File: src/rtl/vm_input_conditioner.sv
`default_nettype none
// ============================================================================
// vm_input_conditioner: synchronises and debounces coin buttons and product
// switches, then emits encoded single-cycle coin/selection events.
// Revision: 1.0
// ============================================================================
module vm_input_conditioner #(
   parameter int DB_CYCLES = 500000,
   parameter int CNT_W     = 20
) (
   input  logic       clk,
   input  logic       clr,
   input  logic [2:0] btn_i,
   input  logic [3:0] sw_i,
   output logic       coin_valid_o,
   output logic [2:0] coin_amt_o,
   output logic       coin_err_o,
   output logic       sel_valid_o,
   output logic [2:0] sel_code_o,
   output logic       sel_err_o,
   output logic [3:0] sel_hold_o
);

   localparam int               NBITS   = 7;
   localparam logic [CNT_W-1:0] DB_LAST = CNT_W'(DB_CYCLES - 1);
   localparam logic [CNT_W-1:0] CNT_ONE = CNT_W'(1);

   typedef enum logic [0:0] {C_ARMED = 1'b0, C_WAIT_REL = 1'b1} coin_state_e;
   typedef enum logic [0:0] {S_IDLE  = 1'b0, S_HELD     = 1'b1} sel_state_e;

   logic [NBITS-1:0] sync1_q;
   logic [NBITS-1:0] sync2_q;
   logic [NBITS-1:0] stable;

   always_ff @(posedge clk) begin
      if (clr) begin
         sync1_q <= '0;
         sync2_q <= '0;
      end else begin
         sync1_q <= {sw_i, btn_i};
         sync2_q <= sync1_q;
      end
   end

   // Any sample matching the accepted level restarts the qualification count.
   for (genvar i = 0; i < NBITS; i++) begin : g_db
      logic             stable_q;
      logic [CNT_W-1:0] cnt_q;

      always_ff @(posedge clk) begin
         if (clr) begin
            stable_q <= 1'b0;
            cnt_q    <= '0;
         end else if (sync2_q[i] == stable_q) begin
            cnt_q    <= '0;
         end else if (cnt_q == DB_LAST) begin
            stable_q <= sync2_q[i];
            cnt_q    <= '0;
         end else begin
            cnt_q    <= cnt_q + CNT_ONE;
         end
      end

      assign stable[i] = stable_q;
   end

   logic [2:0] btn_stb;
   logic [3:0] sw_stb;
   logic       btn_onehot;
   logic       sw_onehot;

   assign btn_stb    = stable[2:0];
   assign sw_stb     = stable[6:3];
   assign btn_onehot = (btn_stb != 3'd0) && ((btn_stb & (btn_stb - 3'd1)) == 3'd0);
   assign sw_onehot  = (sw_stb  != 4'd0) && ((sw_stb  & (sw_stb  - 4'd1)) == 4'd0);

   coin_state_e coin_state_q;
   sel_state_e  sel_state_q;
   logic        coin_valid_q, coin_err_q, sel_valid_q, sel_err_q;
   logic [2:0]  coin_amt_q, coin_amt_d;
   logic [2:0]  sel_code_q, sel_code_d;
   logic [3:0]  sel_hold_q;

   always_comb begin
      coin_amt_d = coin_amt_q;
      case (btn_stb)
         3'b001:  coin_amt_d = 3'd1;
         3'b010:  coin_amt_d = 3'd2;
         3'b100:  coin_amt_d = 3'd5;
         default: coin_amt_d = coin_amt_q;
      endcase
   end

   always_comb begin
      sel_code_d = sel_code_q;
      case (sw_stb)
         4'b0001: sel_code_d = 3'd3;
         4'b0010: sel_code_d = 3'd4;
         4'b0100: sel_code_d = 3'd5;
         4'b1000: sel_code_d = 3'd6;
         default: sel_code_d = sel_code_q;
      endcase
   end

   // In the armed state any nonzero stable vector is necessarily a fresh rise,
   // since re-arming only happens once the vector has fully returned to zero.
   always_ff @(posedge clk) begin
      if (clr) begin
         coin_state_q <= C_ARMED;
         coin_valid_q <= 1'b0;
         coin_err_q   <= 1'b0;
         coin_amt_q   <= 3'd0;
      end else begin
         coin_valid_q <= 1'b0;
         coin_err_q   <= 1'b0;
         if (coin_state_q == C_ARMED) begin
            if (btn_stb != 3'd0) begin
               coin_state_q <= C_WAIT_REL;
               if (btn_onehot) begin
                  coin_valid_q <= 1'b1;
                  coin_amt_q   <= coin_amt_d;
               end else begin
                  coin_err_q   <= 1'b1;
               end
            end
         end else if (btn_stb == 3'd0) begin
            coin_state_q <= C_ARMED;
         end
      end
   end

   always_ff @(posedge clk) begin
      if (clr) begin
         sel_state_q <= S_IDLE;
         sel_valid_q <= 1'b0;
         sel_err_q   <= 1'b0;
         sel_code_q  <= 3'd0;
         sel_hold_q  <= 4'd0;
      end else begin
         sel_valid_q <= 1'b0;
         sel_err_q   <= 1'b0;
         sel_hold_q  <= sw_onehot ? sw_stb : 4'd0;
         if (sel_state_q == S_IDLE) begin
            if (sw_stb != 4'd0) begin
               sel_state_q <= S_HELD;
               if (sw_onehot) begin
                  sel_valid_q <= 1'b1;
                  sel_code_q  <= sel_code_d;
               end else begin
                  sel_err_q   <= 1'b1;
               end
            end
         end else if (sw_stb == 4'd0) begin
            sel_state_q <= S_IDLE;
         end
      end
   end

   assign coin_valid_o = coin_valid_q;
   assign coin_amt_o   = coin_amt_q;
   assign coin_err_o   = coin_err_q;
   assign sel_valid_o  = sel_valid_q;
   assign sel_code_o   = sel_code_q;
   assign sel_err_o    = sel_err_q;
   assign sel_hold_o   = sel_hold_q;

endmodule
`default_nettype wire

File: config.mk
export PLATFORM = sky130hd
export DESIGN_NAME = vm_input_conditioner
export DESIGN_NICKNAME = d
export VERILOG_FILES = /design/src/rtl/vm_input_conditioner.sv
export SDC_FILE = /design/constraint.sdc
export NUM_CORES = 1
export LEC_CHECK = 0
export ABC_AREA = 1
export CORE_MARGIN = 2
export CORE_UTILIZATION = 30
export DETAILED_ROUTE_END_ITERATION = 12
export HOLD_SLACK_MARGIN = 0.06
export PLACE_DENSITY = 0.48
export SYNTH_ARGS = -nofsm -noshare
export SYNTH_HDL_FRONTEND = slang
export SYNTH_SLANG_ARGS = --single-unit
File: constraint.sdc
create_clock -name clk -period 4 [get_ports clk]
set_input_delay 1.2 -clock clk [delete_from_list [all_inputs] [get_ports clk]]
set_output_delay 1.2 -clock clk [all_outputs]
set_load 0.03 [all_outputs]
==> results.md, run 1 <==
* Run status: finished, final reports clean
* Inst Count DP at 1,716
* Cts bufs inserted at 17
* Initial antenna violation count at 0
* CTS tree: built
* Area post-placement at 9430 um2
* Final setup vio count at 0
* Gr ovfl total at 0
* Worst slack, placed at 0.800 ns
* Least-Margin Pin Slew at 0.705 ns
* Share of cells above drive strength 1 at 6.16%
* Max Cap Viol at 0
* CP max-delay cell: clkdlybuf4s50_1
* Fin worst setup slack at 1.31 ns
* WS Path Type: reg -> out
* Warnings from Yosys at 0
* Commonest non-fill, non-tap cell in the layout: nand2_1
* # hold bufs at CTS at 0
* Crit path largest cell delay at 0.70 ns
* CP Cell Sequence: clkdlybuf4s50_1
* Die width at 176 um
* Core ar. at 28,900 um2
* Post-Synthesis Cells at 1,322
* VDD IR max at 0.267 mV
* CP top delay family: buffers and inverters
* DRT Wirelength at 19.2 mm
* Hold slack at 0.395 ns
* Data arrival, critical path at 1.49 ns
* Via Count at 7,648
* Filler cells at 3,163
* Mean post-synth cell area at 6.68 um2
* N_diodes at 0
* 1st-iter DRT viols at 404
* Commonest cells after routing, fill and taps aside: nand2_1, nor2_1, dfxtp_1, inv_1, nand3_1
* H-tree depth at 4
* Final Hold Viols at 0
* Die height at 176 um
* Overall routing resource usage at 13.1%
* Fmax at 0.371 GHz
* Wire length per cell at 11.0 um
* Syn Std Cell Area at 8840 um2
* First drt pass iteration count at 5
* Post-route antenna net violation count at 0
* Vias in the first global route at 7,169
* I/O Buffers at 22
* Final Cell Area at 10,100 um2
* HP Class: reg -> reg
* # DRC at 0
* Syn_nets at 1,338
* First-pass GRT wire length at 33.5 mm
* Clock skew at 0.0117 ns
* Critical Path Source Type: register
* I/O pin count at 23
* Seq/Total Area, Yosys at 40.1%
* Post-detail-place hpwl at 14.3 mm
* Period utilization at 67.3%
* Power, Total at 3.71 mW
* Die area at 30,800 um2
* LEAKAGE at 3.23 nW
* CP Buf/Inv Count at 1
* Final min period at 2.69 ns
* Slew Limit Fails at 0
* Gpl congestion at 0.832
* Relative slew slack at 52.9%
* Cell Pwr Density at 368 nW/um2
* Setup Buffers After CTS at 0
* Post-cts resize count at 0
* Seq cells post-synth at 177
* CP Data Required Time at 2.80 ns
* Starting Density at 30.6%
* # rows at 62
* Post-Layout Cell Count at 1,748
* Main synth FF type: dfxtp_1
* Largest net degree at the start of global routing at 21
* Layout net count at 1,367
* Layout Area Growth over Synthesis at 14.2%
* Vias/cell at 4.38
* Setup tns final at 0 ns
* Clock root cell: clkbuf_16
* RSZ-0062 raised after global routing: no
* Setup crit end kind: primary output
* Async SR Flop Fraction at 0%
* Yosys cell types at 37
* Clk sink count at 177
* CTS clk-pin slew, worst paths at 0.07 ns
* Worst-Skew Late Latency at 0.43 ns
* Core Util, Final at 35.0%
* CP Max Fanout at 2
* Number of synthesized flops with an enable pin at 0
* Clk buf depth at 2
==> cells in the mapped netlist, types with 6 or more instances <==
master      n  share of area, %
o21ai_0    16              0.91
nand3b_1   12               1.0
ha_1        7              0.99
nor2_1    296                13
nand2_1   343                15
nand4_1    32               2.3
dfxtp_1   177                40
nor3_1     10              0.57
xor2_1     39               3.9
a21oi_1    59               3.3
nand3_1    78               4.4
nor2_2     26               1.8
o21bai_1    6              0.51
inv_1     155               6.6
xnor2_1    15               1.5
==> layer usage <==
metal / part of all wire [%] / global-route usage (%) / up-vias
met2: 45 / 21.3 / 68
li1: - / - / 4175
met1: 52 / 17.7 / 3393
met3: 2.3 / 2.25 / 12
met4: 0.97 / 3.93 / 0
met5: 0 / 0 / -
==> cells by family after synthesis <==
kind of cell	count (synthesis)	synth area share, %
AOI/OAI and AO/OA	91	5.86
adders and majority gates	7	0.991
and+or+nand+nor	821	39.5
DFF	177	40.1
xor gates and xnor gates	54	5.35
buffers and inverters	172	8.14
==> state kept, by name, indices dropped and copies added, names as in the netlist <==
register	flops
coin_amt_o	3
sel_valid_o	1
sel_state_q	1
g_db.cnt_q	140
sync1_q	7
coin_valid_o	1
g_db.stable_q	7
coin_err_o	1
sel_code_o	3
sel_err_o	1
sync2_q	7
coin_state_q	1
sel_hold_o	4
==> area by class of cell <==
| cell class | instances | area (um2) | area share (%) |
|---|---|---|---|
| tap | 384 | 480 | 4.76 |
| multi-input combinational | 973 | 4570 | 45.3 |
| clock buffer | 18 | 439 | 4.35 |
| inverter | 158 | 593 | 5.88 |
| clock inverter | 14 | 225 | 2.23 |
| sequential | 177 | 3540 | 35.1 |
| timing repair buffer | 24 | 235 | 2.33 |
==> worst paths after layout <==
kind                                       start                 to  slack [ns]  cells past startpoint
worst min-delay path                  sync1_q[5]         sync2_q[5]        0.40                      2
worst max register to register  g_db[2].cnt_q[0]  g_db[2].cnt_q[16]        2.00                      8
worst max-delay path               coin_amt_o[2]      coin_amt_o[2]        1.31                      1
worst min register to register        sync1_q[5]         sync2_q[5]        0.40                      2
==> power by group <==
group | switching (mW) | internal, mW | leakage [nW]
clock | 0.753 | 1.14 | 0.319
combinational | 0.0301 | 0.0168 | 1.49
sequential | 0.00475 | 1.77 | 1.43
total | 0.788 | 2.92 | 3.23
Power figures use the tool's default switching activity.
==> inputs of run 2 (changes only) <==
--- a/config.mk
+++ b/config.mk
@@ -10,7 +10,7 @@
 export CORE_UTILIZATION = 30
 export DETAILED_ROUTE_END_ITERATION = 12
 export HOLD_SLACK_MARGIN = 0.06
-export PLACE_DENSITY = 0.48
+export PLACE_DENSITY = 0.49
 export SYNTH_ARGS = -nofsm -noshare
 export SYNTH_HDL_FRONTEND = slang
 export SYNTH_SLANG_ARGS = --single-unit
==> constraint.sdc (replaced) <==
create_clock -name clk -period 2.4 [get_ports clk]
set_input_delay 0.72 -clock clk [delete_from_list [all_inputs] [get_ports clk]]
set_output_delay 0.72 -clock clk [all_outputs]
set_load 0.03 [all_outputs]
==> results.md, run 2 (synthesis results as in run 1) <==
* Run status: finished, final reports clean
* Cts bufs inserted at 17
* Relative slew slack at 55.6%
* Starting Density at 30.6%
* Commonest non-fill, non-tap cell in the layout: nand2_1
* I/O pin count at 23
* CP top delay family: buffers and inverters
* CTS clk-pin slew, worst paths at 0.06 ns
* First drt pass iteration count at 5
* H-tree depth at 4
* Clk buf depth at 2
* CP Data Required Time at 1.68 ns
* Layout net count at 1,375
* Post-detail-place hpwl at 14.6 mm
* Slew Limit Fails at 0
* Final min period at 2.27 ns
* Period utilization at 94.4%
* Vias/cell at 4.38
* Final setup vio count at 0
* HP Class: reg -> reg
* LEAKAGE at 3.26 nW
* VDD IR max at 0.437 mV
* Clock skew at 0.0127 ns
* DRT Wirelength at 19.5 mm
* Gr ovfl total at 0
* Post-route antenna net violation count at 0
* I/O Buffers at 22
* Cell Pwr Density at 593 nW/um2
* Clock root cell: clkbuf_16
* Length of routed met3 wiring at 410 um
* Share of cells above drive strength 1 at 6.71%
* First-pass GRT wire length at 34.0 mm
* CP max-delay cell: clkdlybuf4s50_1
* Met1 WL at 10.0 mm
* Max reg flops at 140
* # DRC at 0
* Final Hold Viols at 0
* # rows at 62
* Setup crit end kind: primary output
* Setup Buffers After CTS at 0
* CP Buf/Inv Count at 1
* Setup tns final at 0 ns
* RSZ-0062 raised after global routing: no
* CP Cell Sequence: clkdlybuf4s50_1
* Gpl congestion at 0.845
* 1st-iter DRT viols at 364
* WL met2 at 8.87 mm
* Largest register by flop count: g_db.cnt_q
* # hold bufs at CTS at 0
* Largest net degree at the start of global routing at 21
* Filler cells at 3,173
* Via Count at 7,698
* Initial antenna violation count at 0
* WS Path Type: reg -> out
* Commonest cells after routing, fill and taps aside: nand2_1, nor2_1, dfxtp_1, inv_1, nand3_1
* Critical Path Source Type: register
* FF+latch area at 3540 um2
* Worst-Skew Late Latency at 0.43 ns
* Clk sink count at 177
* Hold slack at 0.400 ns
* Die width at 176 um
* Wire length per cell at 11.1 um
* Post-cts resize count at 0
* Die height at 176 um
* CTS tree: built
* Die area at 30,800 um2
* Layout Area Growth over Synthesis at 14.6%
* Combined area of the multi-input logic cells at 4570 um2
* Core ar. at 28,900 um2
* N_diodes at 0
* CP Max Fanout at 2
* Least-Margin Pin Slew at 0.665 ns
* Highest routed metal layer: met4
* Data arrival, critical path at 1.55 ns
* Crit path largest cell delay at 0.71 ns
* Overall routing resource usage at 13.3%
* Fmax at 0.441 GHz
* Vias in the first global route at 7,342
* Max Cap Viol at 0
==> run 2: power by group <==
group          switching (mW)  internal, mW  leakage, nW  total (mW)
clock                    1.29          1.67        0.294        2.96
sequential            0.00794          2.95         1.43        2.96
combinational          0.0510        0.0354         1.53      0.0864
total                    1.35          4.66         3.26        6.00
==> run 2: final timing paths <==
check	slack, ns	endpoint	cells past startpoint	start
setup / recovery	0.13	sel_code_o[2]	1	sel_code_o[2]
hold / removal	0.40	sync2_q[5]	2	sync1_q[5]
setup reg to reg	0.61	g_db[4].cnt_q[11]	6	g_db[4].cnt_q[0]
hold reg to reg	0.40	sync2_q[5]	2	sync1_q[5]
==> run 2: area by class of cell <==
class	instances	share of cell area [%]
clock buffer	17	4.20
clock inverter	15	1.91
inverter	158	5.85
multi-input combinational	973	45.1
sequential	177	35.0
tap	384	4.74
timing repair buffer	32	3.16
==> run 2: layer usage <==
layer / vias up / GRT usage [%]
met5: - / 0
met4: 0 / 4.41
met3: 16 / 2.08
met2: 75 / 22.3
met1: 3416 / 17.6
li1: 4191 / -
==> run 2: stage by stage <==
step                cell area [um2]  instances  util (%)  power, mW  worst slack [ns]
floorplan                      8840       1322         -       3.08             0.839
global placement               9510       1724      33.0       3.11             0.106
detailed placement             9510       1724      33.0       3.11            0.0554
CTS                           10100       1756      35.1       6.12            0.0887
global route                  10100       1756      35.1       6.24            0.0923
finish                        10100       1756      35.1       6.00             0.135
==> inputs of run 3 (changes only) <==
--- a/config.mk
+++ b/config.mk
@@ -10,7 +10,8 @@
 export CORE_UTILIZATION = 30
 export DETAILED_ROUTE_END_ITERATION = 12
 export HOLD_SLACK_MARGIN = 0.06
-export PLACE_DENSITY = 0.49
+export PLACE_DENSITY = 0.48
+export SLEW_MARGIN = 20
 export SYNTH_ARGS = -nofsm -noshare
 export SYNTH_HDL_FRONTEND = slang
 export SYNTH_SLANG_ARGS = --single-unit
==> constraint.sdc (replaced) <==
create_clock -name clk -period 2.55 [get_ports clk]
set_input_delay 0.765 -clock clk [delete_from_list [all_inputs] [get_ports clk]]
set_output_delay 0.765 -clock clk [all_outputs]
set_load 0.03 [all_outputs]
==> results.md, run 3 (synthesis results as in run 1) <==
* CTS clk-pin slew, worst paths at 0.07 ns
* Hold path start: sync1_q[1]
* Reg2Reg Capture Point: g_db[5].cnt_q[13]
* Final min period at 2.30 ns
* Post-cts resize count at 0
* Crit path largest cell delay at 0.71 ns
* Initial antenna violation count at 0
* Layout net count at 1,372
* Max reg flops at 140
* HP Class: reg -> reg
* Setup Buffers After CTS at 0
* Clk sink count at 177
* Period utilization at 90.3%
* Final setup vio count at 0
* Cts bufs inserted at 17
* Max Cap Viol at 0
* Largest register by flop count: g_db.cnt_q
* Starting Density at 30.6%
* DRT Wirelength at 19.3 mm
* CP max-delay cell: clkdlybuf4s50_1
* I/O Buffers at 22
* Setup crit end kind: primary output
* Fin worst setup slack at 0.247 ns
* I/O pin count at 23
* Worst slack, placed at 0.219 ns
* Clk buf depth at 2
* Post-detail-place hpwl at 14.3 mm
* Core Util, Final at 34.8%
* Via Count at 7,681
* Least-Margin Pin Slew at 0.619 ns
* Wire length per cell at 11.0 um
* CP Buf/Inv Count at 1
* First-pass GRT wire length at 34.2 mm
* Worst Reg2Reg Path Length in Cells at 6
* Clock skew at 0.0111 ns
* 1st-iter DRT viols at 462
* Cell Pwr Density at 545 nW/um2
* WS Path Type: reg -> out
* Gr ovfl total at 0
* Largest net degree at the start of global routing at 21
* Final Cell Area at 10,000 um2
* CP top delay family: buffers and inverters
* Filler cells at 3,147
* Layout Area Growth over Synthesis at 13.7%
* Setup tns final at 0 ns
* H-tree depth at 4
* # rows at 62
* Number of stages on the worst setup path at 1
* Worst-Skew Late Latency at 0.43 ns
* Overall routing resource usage at 13.3%
* Critical Path Source Type: register
* Fmax at 0.434 GHz
* Die height at 176 um
* Vias in the first global route at 7,317
* WHS Endpoint: sync2_q[1]
* CP Cell Sequence: clkdlybuf4s50_1
* Core ar. at 28,900 um2
* R2r startpoint: g_db[5].cnt_q[0]
* CP Max Fanout at 2
* Run status: finished, final reports clean
* Die area at 30,800 um2
* VDD IR max at 0.446 mV
* Commonest cells after routing, fill and taps aside: nand2_1, nor2_1, dfxtp_1, inv_1, nand3_1
* Final Hold Viols at 0
* LEAKAGE at 3.22 nW
* R2R setup slack at 0.77 ns
* Power, Total at 5.48 mW
* Commonest non-fill, non-tap cell in the layout: nand2_1
* Vias/cell at 4.38
* Hold Path Stages at 2
* Gpl congestion at 0.820
* Data arrival, critical path at 1.54 ns
* Post-route antenna net violation count at 0
* RSZ-0062 raised after global routing: no
* CP Data Required Time at 1.79 ns
* Share of cells above drive strength 1 at 6.50%
* # DRC at 0
* Area post-placement at 9460 um2
* CTS tree: built
* Die width at 176 um
* Slew Limit Fails at 0
* N_diodes at 0
* Relative slew slack at 58.6%
* First drt pass iteration count at 8
* Clock root cell: clkbuf_16
* # hold bufs at CTS at 0
-- run 3: worst max-delay path by stage --
stage / start / end / slack (ns)
after floorplan: clr / g_db[5].cnt_q[16] / 0.94
after global placement: clr / g_db[5].cnt_q[2] / 0.25
after detailed placement: clr / g_db[5].cnt_q[13] / 0.22
after CTS: coin_amt_o[2] / coin_amt_o[2] / 0.22
after global routing: coin_amt_o[2] / coin_amt_o[2] / 0.20
final: coin_amt_o[2] / coin_amt_o[2] / 0.25
-- run 3: through the flow --
step | std cells | hold WS (ns)
after floorplan | 1322 | 0.388
after global placement | 1721 | 0.391
after detailed placement | 1721 | 0.397
after CTS | 1753 | 0.406
after global routing | 1753 | 0.420
final | 1753 | 0.405
-- run 3: metal layers --
metal	global-route usage (%)	routed length, um	share of wire, %
met1	17.8	9950	52
met2	21.9	8670	45
met3	2.62	495	2.6
met4	3.75	198	1.0
met5	0	0	0
-- run 3: power breakdown --
part           internal [mW]  switching [mW]
Clock                   1.45            1.17
Sequential              2.78         0.00783
Combinational         0.0293          0.0468
-- run 3: final cells by class --
class,count,area [um2],area share [%]
Multi-Input combinational cell,973,4570,45.5
Sequential cell,177,3540,35.3
Inverter,158,593,5.90
Tap cell,384,480,4.78
Clock buffer,17,425,4.23
Timing Repair Buffer,29,273,2.71
Clock inverter,15,159,1.58
==> edit 1: new RTL, settings of run 3 <==
Change the parameter `CNT_W` from 20 to 10.
--- a/src/rtl/vm_input_conditioner.sv
+++ b/src/rtl/vm_input_conditioner.sv
@@ -6,7 +6,7 @@
 // ============================================================================
 module vm_input_conditioner #(
    parameter int DB_CYCLES = 500000,
-   parameter int CNT_W     = 20
+   parameter int CNT_W     = 10
 ) (
    input  logic       clk,
    input  logic       clr,
Behaviour: same outputs for any inputs over 10 cycles, from zero or initial values; that may be too few to reach the edited logic, so the function may still have changed.
==> edit 1 against run 3 <==
Routed wire length decreased by 56%. Sequential cell count decreased by 70. Count of clock-buffer cells in the layout decreased by 6. Largest power group unchanged. Via count decreased by 52%. Critical endpoint is now sel_code_o[2]. Synthesized cell count decreased by 53%. Register-to-register slack improved by 310 ps. Worst setup slack improved by 140 ps. Synthesized area decreased by 48%. Design area decreased by 47%. Die area decreased by 47%. Global-route usage decreased by 2.1 points. First-iteration DRC count decreased by 58%. Power decreased by 42%. Non-clock buffer count decreased by 6.
==> edit 1: results (changes against run 3) <==
Route
  • Met3 wire len: 216 um (was 495 um)
  • DRT iter0 DRCs: 193 (was 462)
  • Metal1 wirelength: 4310 um (was 9950 um)
  • Via count: 3686 (was 7681)
  • DR pass1 iterations: 4 (was 8)

Placement
  • Dpl hpwl: 6170 um (was 14300 um)
  • RD Place Congestion: 0.741 (was 0.820)
  • Cell total after placement: 826 (was 1721)

Power and ir drop
  • Clk power: 1420 uW (was 2620 uW)
  • Sw Ratio: 0.206 (was 0.223)
  • Lkg Pwr: 0.00192 uW (was 0.00322 uW)

Layout
  • Final Non-Filler Cells: 841 (was 1753)
  • Share of cells above drive strength 1: 0.0766 (was 0.0650)
  • Max reg flops: 70 (was 140)

Global route
  • GRT met2 Usage: 0.191 (was 0.219)
  • Largest net degree at the start of global routing: 22 (was 21)
  • First-pass GRT wire length: 15100 um (was 34200 um)
  • M1 GR Usage: 0.136 (was 0.178)

Synthesis
  • Seq/Total Area, Yosys: 0.468 (was 0.401)
  • Commonest cells in the netlist: nand2_1 (125), nor2_1 (111), dfxtp_1 (107), inv_1 (86), nand3_1 (39) (was nand2_1 (343), nor2_1 (296), dfxtp_1 (177), inv_1 (155), nand3_1 (78))
  • Mapped Cells: 620 (was 1322)

Critical path
  • Max incr delay on CP: 690 ps (was 710 ps)
  • RR Startpoint: g_db[1].cnt_q[0] (was g_db[5].cnt_q[0])

Clock tree
  • CTS H-tree depth: 3 (was 4)
  • CTS buffer count: 9 (was 17)

Run status
  • Status: complete, no violations (unchanged)
[edit 1: cell count changes after synthesis, sizes merged, moves of 5 or more]
| cell | delta |
|---|---|
| buf | -8 |
| xor2 | -28 |
| inv | -71 |
| nand2 | -214 |
| a21oi | -21 |
| nor2 | -204 |
| nand3b | -11 |
| nand4 | -20 |
| o21bai | -8 |
| and2 | -5 |
| xnor2 | -5 |
| nand3 | -40 |
| dfxtp | -70 |
[edit 1: cell families (layout without fill, tap and decap cells)]
family	count (synthesis)	count (layout)	share of synthesized area
buf+inv	92	125	0.0774
xor+xnor	21	21	0.0402
compound gates	66	66	0.0782
flops	107	107	0.468
fa+ha+maj	7	7	0.0192
simple gates	327	327	0.317
[edit 1: cell type report]
cell class	instances	area, um^2	share of cell area
multi-input combinational	421	2080	0.391
timing repair buffer	23	228	0.0429
inverter	87	327	0.0615
tap	188	235	0.0443
clock buffer	11	253	0.0476
sequential	107	2140	0.403
clock inverter	4	50.0	0.00942
==> edit 2: new RTL, config.mk and constraints of run 3 <==
Without the edit above. Register the inputs `clr`, `btn_i` and `sw_i` before use. The logic sees them one clock later.
--- a/src/rtl/vm_input_conditioner.sv
+++ b/src/rtl/vm_input_conditioner.sv
@@ -28,16 +28,26 @@
    typedef enum logic [0:0] {C_ARMED = 1'b0, C_WAIT_REL = 1'b1} coin_state_e;
    typedef enum logic [0:0] {S_IDLE  = 1'b0, S_HELD     = 1'b1} sel_state_e;
 
+   logic clr_q;
+   logic [2:0] btn_q;
+   logic [3:0] sw_q;
+
+   always_ff @(posedge clk) begin
+      clr_q <= clr;
+      btn_q <= btn_i;
+      sw_q  <= sw_i;
+   end
+
    logic [NBITS-1:0] sync1_q;
    logic [NBITS-1:0] sync2_q;
    logic [NBITS-1:0] stable;
 
    always_ff @(posedge clk) begin
-      if (clr) begin
+      if (clr_q) begin
          sync1_q <= '0;
          sync2_q <= '0;
       end else begin
-         sync1_q <= {sw_i, btn_i};
+         sync1_q <= {sw_q, btn_q};
          sync2_q <= sync1_q;
       end
    end
@@ -48,7 +58,7 @@
       logic [CNT_W-1:0] cnt_q;
 
       always_ff @(posedge clk) begin
-         if (clr) begin
+         if (clr_q) begin
             stable_q <= 1'b0;
             cnt_q    <= '0;
          end else if (sync2_q[i] == stable_q) begin
@@ -105,7 +115,7 @@
    // In the armed state any nonzero stable vector is necessarily a fresh rise,
    // since re-arming only happens once the vector has fully returned to zero.
    always_ff @(posedge clk) begin
-      if (clr) begin
+      if (clr_q) begin
          coin_state_q <= C_ARMED;
          coin_valid_q <= 1'b0;
          coin_err_q   <= 1'b0;
@@ -130,7 +140,7 @@
    end
 
    always_ff @(posedge clk) begin
-      if (clr) begin
+      if (clr_q) begin
          sel_state_q <= S_IDLE;
          sel_valid_q <= 1'b0;
          sel_err_q   <= 1'b0;
Check against the original RTL: same outputs for any inputs over 10 cycles, from zero or initial values; that may be too few to reach the edited logic, so the function may still have changed.
==> edit 2 against run 3 <==
Sequential cell count rose by 8. Count of clock-buffer cells in the layout rose by 1. Power up 2.0%. First-iteration DRC count increased by 7.6%. Worst setup slack got worse by 24 ps. Combinational power fell by 6.7%. Fmax down 1.0%. Routed wire length fell by 2.7%. Worst hold slack worse by 2.0 ps. Synthesized cell count fell by 2.0%. Synthesized area fell by 0.69%. Global-route usage down 0.53 points. Design area fell by 0.91%. Critical endpoint is now sel_code_o[2]. Largest cell class unchanged.
==> edit 2: results (changes against run 3) <==
Global route
  • Grt met3 use: 0.0259 (was 0.0262)
  • First-pass GRT wire length: 32300 um (was 34200 um)
  • GRT Util Overall: 0.128 (was 0.133)
  • GRT met2 Usage: 0.212 (was 0.219)
  • M1 GR Usage: 0.166 (was 0.178)
  • Largest net degree at the start of global routing: 23 (was 21)

Power and ir drop
  • Lkg Pwr: 0.00321 uW (was 0.00322 uW)
  • Clock network power share: 0.465 (was 0.478)
  • P_int: 4250 uW (was 4260 uW)
  • Maximum vdd drop: 0.447 mV (was 0.446 mV)
  • Power Density: 561 nW/um^2 (was 545 nW/um^2)

Layout
  • Fillers: 3120 (was 3147)
  • Register area: 3700 um^2 (was 3540 um^2)
  • Seq Cell Count: 185 (was 177)
  • Comb_multi_in: 947 (was 973)
  • Buffer share of cell area: 0.0236 (was 0.0271)
  • Share of cells above drive strength 1: 0.0553 (was 0.0650)
  • NumNets Final: 1342 (was 1372)
  • Non-clk invs: 151 (was 158)
  • Clock buf count: 18 (was 17)
  • Area of the multi-input gates: 4400 um^2 (was 4570 um^2)
  • Layout clock area frac: 0.0572 (was 0.0582)
  • Non-clk bufs: 24 (was 29)

Synthesis
  • Seq/Total Area, Yosys: 0.422 (was 0.401)
  • #FFs+latches synth: 185 (was 177)
  • Mean Syn Cell Area: 6.77 um^2 (was 6.68 um^2)
  • Top cells by area, synth: dfxtp_1 (42%), nand2_1 (14%), nor2_1 (12%), inv_1 (6.4%), nand3_1 (4.7%) (was dfxtp_1 (40%), nand2_1 (15%), nor2_1 (13%), inv_1 (6.6%), nand3_1 (4.4%))
  • Commonest cells in the netlist: nand2_1 (331), nor2_1 (291), dfxtp_1 (185), inv_1 (149), nand3_1 (83) (was nand2_1 (343), nor2_1 (296), dfxtp_1 (177), inv_1 (155), nand3_1 (78))

Floorplan
  • Die span in x: 175 um (was 176 um)

Clock tree
  • Clk slew on worst S/H paths: 80 ps
  • CTS buffer count: 17 (unchanged)

Route
  • DR pass1 iterations: 5 (was 8)
  • DRT iter0 DRCs: 497 (was 462)
  • Via count: 7423 (was 7681)
  • Post-DR vias/cell: 4.31 (was 4.38)
  • Drt wl/cell: 10.9 um (was 11.0 um)

STA
  • Fin Clk Skew: 14.2 ps (was 11.1 ps)
  • Slew @ Worst Pin: 693 ps (was 619 ps)

Placement
  • Dpl hpwl: 13800 um (was 14300 um)
  • Place WS: 623 ps (was 219 ps)
  • RD Place Congestion: 0.798 (was 0.820)
  • Placed Area: 9390 um^2 (was 9460 um^2)
  • Cell total after placement: 1691 (was 1721)

Critical path
  • Crit path arrival time: 1560 ps (was 1540 ps)
  • CP max-delay cell: clkdlybuf4s50_1 (unchanged)

Run status
  • Status: complete, no violations (unchanged)
[edit 2: changes by cell type after synthesis, sizes merged, moves of 6 or more]
cell,run 3,this run
nor2,324,312
nand4,32,21
dfxtp,177,185
nand2,345,337
inv,158,151
nand3b,13,7
[edit 2: worst paths after layout]
kind	startpoint	end	slack (ps)	cells after the start
setup / recovery	sel_code_o[2]	sel_code_o[2]	220	1
hold / removal	sync1_q[6]	sync2_q[6]	400	2
setup reg to reg	g_db[3].cnt_q[0]	g_db[3].cnt_q[10]	680	8
hold reg to reg	sync1_q[6]	sync2_q[6]	400	2
[edit 2: cells by family after synthesis]
group / count (synthesis) / synth area share
flops: 185 / 0.422
xor+xnor: 54 / 0.0539
buf+inv: 164 / 0.0764
simple gates: 791 / 0.379
fa+ha+maj: 7 / 0.00998
compound gates: 95 / 0.0582
[edit 2: layer usage]
layer  vias to the layer above  routed length, um
met2                        61               8470
met4                         0                301
met1                      3269               9620
li1                       4076                  -
met3                        17                410
met5                         -                  0
